==> config.mk <==
export PLATFORM = sky130hd
export DESIGN_NAME = outport_alloc_flat
export DESIGN_NICKNAME = d
export VERILOG_FILES = /design/src/rtl/noc_pkg.sv /design/src/rtl/outport_alloc_if.sv /design/src/rtl/rr_arbiter.sv /design/src/rtl/outport_alloc.sv /design/src/flat_wrapper.sv
export SDC_FILE = /design/constraint.sdc
export NUM_CORES = 1
export LEC_CHECK = 0
export ABC_AREA = 1
export CAP_MARGIN = 5
export CORE_ASPECT_RATIO = 0.5
export CORE_MARGIN = 2
export CORE_UTILIZATION = 59
export DETAILED_ROUTE_END_ITERATION = 16
export PLACE_DENSITY = 0.79
export SYNTH_ARGS = -nofsm -noshare
export SYNTH_HDL_FRONTEND = slang
export SYNTH_SLANG_ARGS = --single-unit
==> constraint.sdc <==
create_clock -name clk -period 5.1 [get_ports clk]
set_input_delay 1.02 -clock clk [delete_from_list [all_inputs] [get_ports clk]]
set_output_delay 1.02 -clock clk [all_outputs]
set_load 0.01 [all_outputs]
==> src/rtl/noc_pkg.sv <==
// Shared NoC types: port count, port index names, credit depth, allocator FSM states.
// Imported by the output-port allocator, its arbiter and its interface.
package noc_pkg;

  localparam int NUM_PORTS   = 5;
  localparam int DEF_CREDITS = 4;
  localparam int CNT_W       = 3;

  typedef enum logic [2:0] {
    NORTH = 3'd0,
    SOUTH = 3'd1,
    EAST  = 3'd2,
    WEST  = 3'd3,
    LOCAL = 3'd4
  } port_e;

  typedef enum logic {
    IDLE   = 1'b0,
    LOCKED = 1'b1
  } state_e;

endpackage

==> src/rtl/outport_alloc_if.sv <==
// Output-port allocator bundle: per-input req/tail, downstream credit return,
// and grant/valid/credit/busy/overflow status. slave = allocator, master = driver.
interface outport_alloc_if
  import noc_pkg::*;
#(
  parameter int NUM_IN = NUM_PORTS
);

  logic [NUM_IN-1:0] req_i;
  logic [NUM_IN-1:0] tail_i;
  logic              credit_en_i;
  logic [NUM_IN-1:0] grant_o;
  logic              valid_o;
  logic [CNT_W-1:0]  credit_cnt_o;
  logic              busy_o;
  logic              overflow_o;

  modport slave (
    input  req_i, tail_i, credit_en_i,
    output grant_o, valid_o, credit_cnt_o,
    output busy_o, overflow_o
  );

  modport master (
    output req_i, tail_i, credit_en_i,
    input  grant_o, valid_o, credit_cnt_o,
    input  busy_o, overflow_o
  );

endinterface

==> src/rtl/rr_arbiter.sv <==
// Stateless round-robin picker: first set req bit at or after ptr_i (mod N).
// Ports: req_i, ptr_i in; one-hot gnt_o, index idx_o, any_o out.
module rr_arbiter #(
  parameter int N  = 5,
  parameter int IW = $clog2(N)
) (
  input  logic [N-1:0]  req_i,
  input  logic [IW-1:0] ptr_i,
  output logic [N-1:0]  gnt_o,
  output logic [IW-1:0] idx_o,
  output logic          any_o
);

  logic [IW-1:0] cand;

  always_comb begin
    gnt_o = '0;
    idx_o = '0;
    any_o = 1'b0;
    cand  = '0;
    for (int i = 0; i < N; i++) begin
      cand = IW'((int'(ptr_i) + i) % N);
      if (!any_o && req_i[cand]) begin
        any_o       = 1'b1;
        idx_o       = cand;
        gnt_o[cand] = 1'b1;
      end
    end
  end

endmodule

==> src/rtl/outport_alloc.sv <==
// Wormhole output-port allocator: round-robin packet lock plus credit flow control.
// Ports: clk, rst (async active-low), bus (outport_alloc_if.slave).
module outport_alloc
  import noc_pkg::*;
#(
  parameter int NUM_IN  = NUM_PORTS,
  parameter int CREDITS = DEF_CREDITS
) (
  input logic            clk,
  input logic            rst,
  outport_alloc_if.slave bus
);

  localparam int IW = $clog2(NUM_IN);
  localparam logic [CNT_W-1:0] CMAX = CNT_W'(CREDITS);
  localparam logic [IW-1:0] LAST = IW'(NUM_IN - 1);

  state_e            state_q, state_d;
  logic [IW-1:0]     ptr_q, ptr_d;
  logic [IW-1:0]     own_q, own_d;
  logic [NUM_IN-1:0] grant_q, grant_d;
  logic [CNT_W-1:0]  cnt_q, cnt_d;
  logic              ovf_q, ovf_d;

  logic [NUM_IN-1:0] pick_oh;
  logic [IW-1:0]     pick_idx;
  logic              pick_any;
  logic              locked;
  logic              valid;

  rr_arbiter #(
    .N  (NUM_IN),
    .IW (IW)
  ) u_arb (
    .req_i (bus.req_i),
    .ptr_i (ptr_q),
    .gnt_o (pick_oh),
    .idx_o (pick_idx),
    .any_o (pick_any)
  );

  assign locked = (state_q == LOCKED);
  assign valid  = locked && bus.req_i[own_q]
                  && (cnt_q != '0);

  always_comb begin
    state_d = state_q;
    ptr_d   = ptr_q;
    own_d   = own_q;
    grant_d = grant_q;
    unique case (state_q)
      IDLE: begin
        if (pick_any) begin
          state_d = LOCKED;
          own_d   = pick_idx;
          grant_d = pick_oh;
        end
      end
      LOCKED: begin
        if (valid && bus.tail_i[own_q]) begin
          state_d = IDLE;
          grant_d = '0;
          ptr_d   = (own_q == LAST) ? '0
                    : own_q + IW'(1);
        end
      end
    endcase
  end

  // A returned credit and a sent flit in the same cycle cancel out.
  always_comb begin
    cnt_d = cnt_q;
    ovf_d = ovf_q;
    unique case ({bus.credit_en_i, valid})
      2'b10: begin
        if (cnt_q == CMAX) ovf_d = 1'b1;
        else cnt_d = cnt_q + CNT_W'(1);
      end
      2'b01:   cnt_d = cnt_q - CNT_W'(1);
      default: ;
    endcase
  end

  always_ff @(posedge clk or negedge rst) begin
    if (!rst) begin
      state_q <= IDLE;
      ptr_q   <= '0;
      own_q   <= '0;
      grant_q <= '0;
      cnt_q   <= CMAX;
      ovf_q   <= 1'b0;
    end else begin
      state_q <= state_d;
      ptr_q   <= ptr_d;
      own_q   <= own_d;
      grant_q <= grant_d;
      cnt_q   <= cnt_d;
      ovf_q   <= ovf_d;
    end
  end

  assign bus.grant_o      = grant_q;
  assign bus.valid_o      = valid;
  assign bus.credit_cnt_o = cnt_q;
  assign bus.busy_o       = locked;
  assign bus.overflow_o   = ovf_q;

endmodule

==> src/flat_wrapper.sv <==
// flat-port wrapper written by rule: the top's interface ports become plain ports
module outport_alloc_flat import noc_pkg::*;
#(
  parameter int NUM_IN  = NUM_PORTS,
  parameter int CREDITS = DEF_CREDITS
)
  (clk, rst, bus_req_i, bus_tail_i, bus_credit_en_i, bus_grant_o, bus_valid_o, bus_credit_cnt_o, bus_busy_o, bus_overflow_o);
  outport_alloc_if #(.NUM_IN(NUM_IN)) bus_i ();
  input logic clk;
  input logic rst;
  input wire logic [$bits(bus_i.req_i)-1:0] bus_req_i;
  input wire logic [$bits(bus_i.tail_i)-1:0] bus_tail_i;
  input wire logic [$bits(bus_i.credit_en_i)-1:0] bus_credit_en_i;
  output wire logic [$bits(bus_i.grant_o)-1:0] bus_grant_o;
  output wire logic [$bits(bus_i.valid_o)-1:0] bus_valid_o;
  output wire logic [$bits(bus_i.credit_cnt_o)-1:0] bus_credit_cnt_o;
  output wire logic [$bits(bus_i.busy_o)-1:0] bus_busy_o;
  output wire logic [$bits(bus_i.overflow_o)-1:0] bus_overflow_o;
  assign bus_i.req_i = bus_req_i;
  assign bus_i.tail_i = bus_tail_i;
  assign bus_i.credit_en_i = bus_credit_en_i;
  assign bus_grant_o = bus_i.grant_o;
  assign bus_valid_o = bus_i.valid_o;
  assign bus_credit_cnt_o = bus_i.credit_cnt_o;
  assign bus_busy_o = bus_i.busy_o;
  assign bus_overflow_o = bus_i.overflow_o;
  outport_alloc #(.NUM_IN(NUM_IN), .CREDITS(CREDITS)) u_core (.clk(clk), .rst(rst), .bus(bus_i));
endmodule
Word-level counts from Yosys, hierarchy flattened
Cells that the tools add are included.

word-level totals
  register bits after elaboration = 16
  output and inout bits = 11
  word-level logic and storage cells = 112

cells by class
  add/sub/neg operators = 7
  divide/modulo/power cells = 5
  $lt $le $gt $ge = 11
  eq/ne operators = 7
  multiplexer cells = 48
  bitwise logic cells = 5
  reduce and logical (&&, ||, !) cells = 23

operators with widths
  cell                                                                                 count
  32-bit by 4-bit modulo with 32-bit output, second input constant                     4
  5-bit two-way mux                                                                    7
  4-bit by 4-bit modulo with 32-bit output, second input constant                      1
  3-bit by 4-bit < comparator with 1-bit output, second input constant                 6
  1-bit binary-select mux with 3-bit select                                            7
  3-bit two-way mux                                                                    7
  5-bit OR                                                                             4
  1-bit two-way mux                                                                    19
  1-bit demux with 3-bit select                                                        5
  3-bit by 1-bit greater-or-equal comparator with 1-bit output, second input constant  5
  1-bit logical AND                                                                    12
  5-bit one-hot mux with 2 select lines                                                1
  2-bit AND reduction                                                                  5
  3-bit by 2-bit adder with 4-bit output, second input constant                        2
  3-bit by 1-bit adder with 3-bit output, second input constant                        2
  3-bit equality test, second input constant                                           2
  3-bit one-hot mux with 2 select lines                                                1
  3-bit by 1-bit adder with 4-bit output, second input constant                        1
  3-bit by 3-bit adder with 4-bit output, second input constant                        1
  1-bit logical NOT                                                                    4
  2-bit inequality test, second input constant                                         2
  3-bit nonzero test                                                                   1
  3-bit by 1-bit subtractor with 3-bit output, second input constant                   1
  2-bit by 1-bit equality test with 1-bit output, second input constant                1
  5 further kinds                                                                      5

Longest topological paths before layout
  depth in word-level cells = 18
  mapped depth = 30
  depth with buffers taken out = 29

Modules after synthesis
A second synthesis with hierarchy kept.

unflattened totals
  cell total of the unflattened synthesis = 407
  area, all modules = 2497.4 µm²

modules (own cells, without submodules)
  module         instances  cells each  area an instance (µm²)
  rr_arbiter     1          299         1599.0
  outport_alloc  1          108         898.4

Least setup slack after synthesis
Ideal clock, no wire load.

  path type = reg-to-reg
  start point = reg u_core.ptr_q[0]
  end point = reg u_core.own_q[1]
  setup time = 116 ps
  arrival time = 3567 ps
  data required time = 4984 ps
  setup slack = 1417 ps
  cell stages (with the launch flop) = 26
  path buffers = 2
  cell sequence = dfrtp_1 > buf_4 > inv_1 > ha_1 > inv_1 > ha_1 > nor2_1 > nand2_1 > nand2_1 > xor2_1 > ha_1 > inv_1 > or2_2 > nand3_2 > nand2_1 > nand2_1 > nand2_1 > nor2_1 > nand3_1 > nand3_1 > nand3_2 > o21ai_1 > buf_4 > nor2_1 > nand2_1 > nand2_1

on the way
  word-level cells in the longest chain between the ends = 17

ends and longest elaborated chain
  element                                                                                             RTL line             source
  from (decl)                                                                                         outport_alloc.sv:19  logic [IW-1:0] ptr_q, ptr_d;
  from (signal assigned)                                                                              outport_alloc.sv:94  ptr_q <= ptr_d;
  parallel branches: the longest is 17 deep, another holds 32-bit by 4-bit modulo with 32-bit output  --
  to (signal assigned)                                                                                outport_alloc.sv:95  own_q <= own_d;
  to (decl)                                                                                           outport_alloc.sv:20  logic [IW-1:0] own_q, own_d;

Parallel ways; which one is timed is not known. The select of a mux whose other input is x is not followed.
A chain may end at the register's enable or synchronous reset.

Final worst setup path
  start point = reg u_core.ptr_q[1]
  end point = reg u_core.own_q[0]

Same word-level chain as after synthesis.

==> out/metrics.csv <==
metric,value,unit
number of fillers in the final layout,336,
Die ar.,4650,um^2
Port Buffers,23,
final core utilization,0.704,
root buf cell,clkbuf_8,
top post-synthesis cells by area,"nand2_1 (18%), dfrtp_1 (16%), ha_1 (12%), inv_1 (8.7%), nand3_1 (8.3%)",
Fin. Hold Viols,0,
# clock sinks,16,
fin crit period,4.48,ns
Via density,5.49,
Syn Std Cell Area,2410,um^2
area grow syn2layout,14.0,%
grt ovf,0,
IO Count,24,
"Warnings, synthesis",0,
Num CTS Buffers,3,
register area share after synthesis,0.166,
syn_area_per_cell,6.15,um^2
GP Congestion,0.958,
Mapped Cells,392,
R2R Path Start,u_core.ptr_q[1],
Final ANT Viol Nets,0,
First DRT Iteration DRCs,166,
worst slew pin tran,0.735,ns
TNS Setup,0,ns
Longest Clk Path Bufs,2,
Worst Skew,0.00620,ns
cell taking the most area after synthesis,nand2_1,
slew margin rel.,0.508,
Crit Path Max Fanout,11,
share of post-route cells with drive strength above 1,0.0889,
Worst Setup End Kind,register,
post-DP HPWL,4820,um
Final setup viols,0,
post-synth net total,431,
worst reg2reg path depth,20,
die width,94.4,um
initial antenna violation count,0,
hold path start,u_core.bus.overflow_o,
max cap viols,0,
Post-CTS Setup Bufs,0,
Die H,49.2,um
Post-synth EDFFs,0,
# DRC,0,
fin. max-slew vios,0,
Yosys reg bits,16,
top_reg_cell synth,dfrtp_1,
WL/cell,13.0,um
top-area cell type share of the netlist area,0.176,
DR pass1 iterations,5,
hold endpoint,u_core.bus.overflow_o,
asr flop ratio synth,1.00,
critical path type,reg2reg,
global-route wire length before repair,10600,um
worst hold-check path type,reg2reg,
Worst EP required,5.23,ns
Core ar.,3900,um^2
Tot GR Track Use,0.280,
Worst setup SP type,register,
Initial Util,0.618,
FP Rows,16,
Tcrit/Tclk final,0.879,
RR Endpoint,u_core.own_q[0],
"Reg clk slew, reported paths",0.07,ns
Reg2Reg Setup Slack,0.62,ns
fmax,0.223,GHz
CP arrival,4.62,ns
nets,456,
CTS tree,built,
routed via count,2581,
H-Tree Depth,1,
RSZ-0062 raised after global routing,false,
Synth cell types,37,
WHS Path Cells,1,
pin count of the biggest net entering global routing,17,
final wirelength,6100,um
vias in the first global route,2443,
antenna cells,0,
clock latency on the worst-skew pair,0.25,ns
outcome,"finished, final reports clean",
-- logic make-up after synthesis --
logic type,Yosys count,share of synthesized area
AO/OA/AOI/OAI,48,0.120
adder cells (fa/ha/maj),26,0.141
XOR/XNOR,9,0.0327
AND/OR/NAND/NOR,226,0.428
flip-flops,16,0.166
buffers and inverters,66,0.107
multiplexers,1,0.00415
-- worst max path at each step --
stage / from / end / slack [ns] / cells past startpoint
2_1_floorplan: u_core.ptr_q[0] / u_core.own_q[1] / 1.42 / 25
3_3_place_gp: u_core.ptr_q[1] / u_core.own_q[0] / 0.75 / 20
3_5_place_dp: u_core.ptr_q[1] / u_core.own_q[0] / 0.55 / 20
4_1_cts: u_core.ptr_q[1] / u_core.own_q[0] / 0.52 / 20
5_1_grt: u_core.ptr_q[1] / u_core.own_q[0] / 0.21 / 20
6_report: u_core.ptr_q[1] / u_core.own_q[0] / 0.62 / 20
-- routing by layer --
layer / routed length, um / vias to the layer above / global-route usage
li1: - / 1307 / -
met1: 2970 / 1187 / 0.387
met5: 0 / - / 0
met4: 16 / 0 / 0.0507
met3: 370 / 4 / 0.0232
met2: 2750 / 83 / 0.483
-- area by class of cell --
cell class,count,area (um^2),share of cell area
clock buffer,4,55.1,0.0200
multi-input combinational,310,1760,0.638
inverter,62,233,0.0846
tap,54,67.6,0.0246
sequential,16,402,0.146
timing repair buffer,24,238,0.0864
-- through the flow --
stage / instances / hold WS [ns] / setup slack [ns] / area (um^2)
2_1_floorplan: 392 / 0.496 / 1.42 / 2410
3_3_place_gp: 466 / 0.457 / 0.748 / 2690
3_5_place_dp: 466 / 0.464 / 0.551 / 2690
4_1_cts: 470 / 0.484 / 0.524 / 2750
5_1_grt: 470 / 0.501 / 0.210 / 2750
6_report: 470 / 0.483 / 0.616 / 2750
-- Yosys cell counts (all sizes together) (3+ instances only) --
cell type / n
nor2: 41
inv: 60
or2: 3
buf: 3
o22ai: 4
a21oi: 11
nand2: 123
nand3b: 5
a31oi: 3
nor3: 4
nand4: 5
xor2: 8
dfrtp: 15
o31ai: 3
ha: 24
o21ai: 19
nand3: 45
-- what timing repair did --
action	4_1_cts	5_1_grt
hold buffers	0	0
resized for setup	0	1
setup endpoints to repair	0	1
-- registers in the layout, indices dropped and copies added, names as in the netlist --
name / count
u_core.bus.overflow_o: 1
u_core.ptr_q: 3
u_core.own_q: 3
u_core.bus.credit_cnt_o: 3
u_core.bus.grant_o: 5
u_core.bus.busy_o: 1
-- cells in the final DEF (no fill, tap or decap), types with 5 or more instances in the layout --
master,count
a21oi_1,9
clkdlybuf4s50_1,23
dfrtp_1,15
ha_1,24
inv_1,56
nand2_1,113
nand2_2,9
nand3_1,40
nand3b_1,5
nand4_1,5
nor2_1,37
o21ai_0,11
o21ai_1,7
xor2_1,8
-- critical path: stages (launching register included) --
cell and delay, ns:
dfrtp_1 0.50, inv_1 0.23, ha_1 0.40, nor3_1 0.26, nor2_1 0.08, xor2_1 0.17
ha_1 0.22, fa_1 0.36, o21ai_0 0.11, nor2_1 0.08, nor2_1 0.34, nand2_1 0.10
o21ai_0 0.18, inv_1 0.16, nor2_1 0.14, nand3_1 0.08, nand3_1 0.18, nand3_2 0.14
o21ai_2 0.38, o21bai_1 0.18, nand2_1 0.06
Power is not shown: default switching activity piles up to over one toggle a cycle in this logic, so the estimate is an artifact.
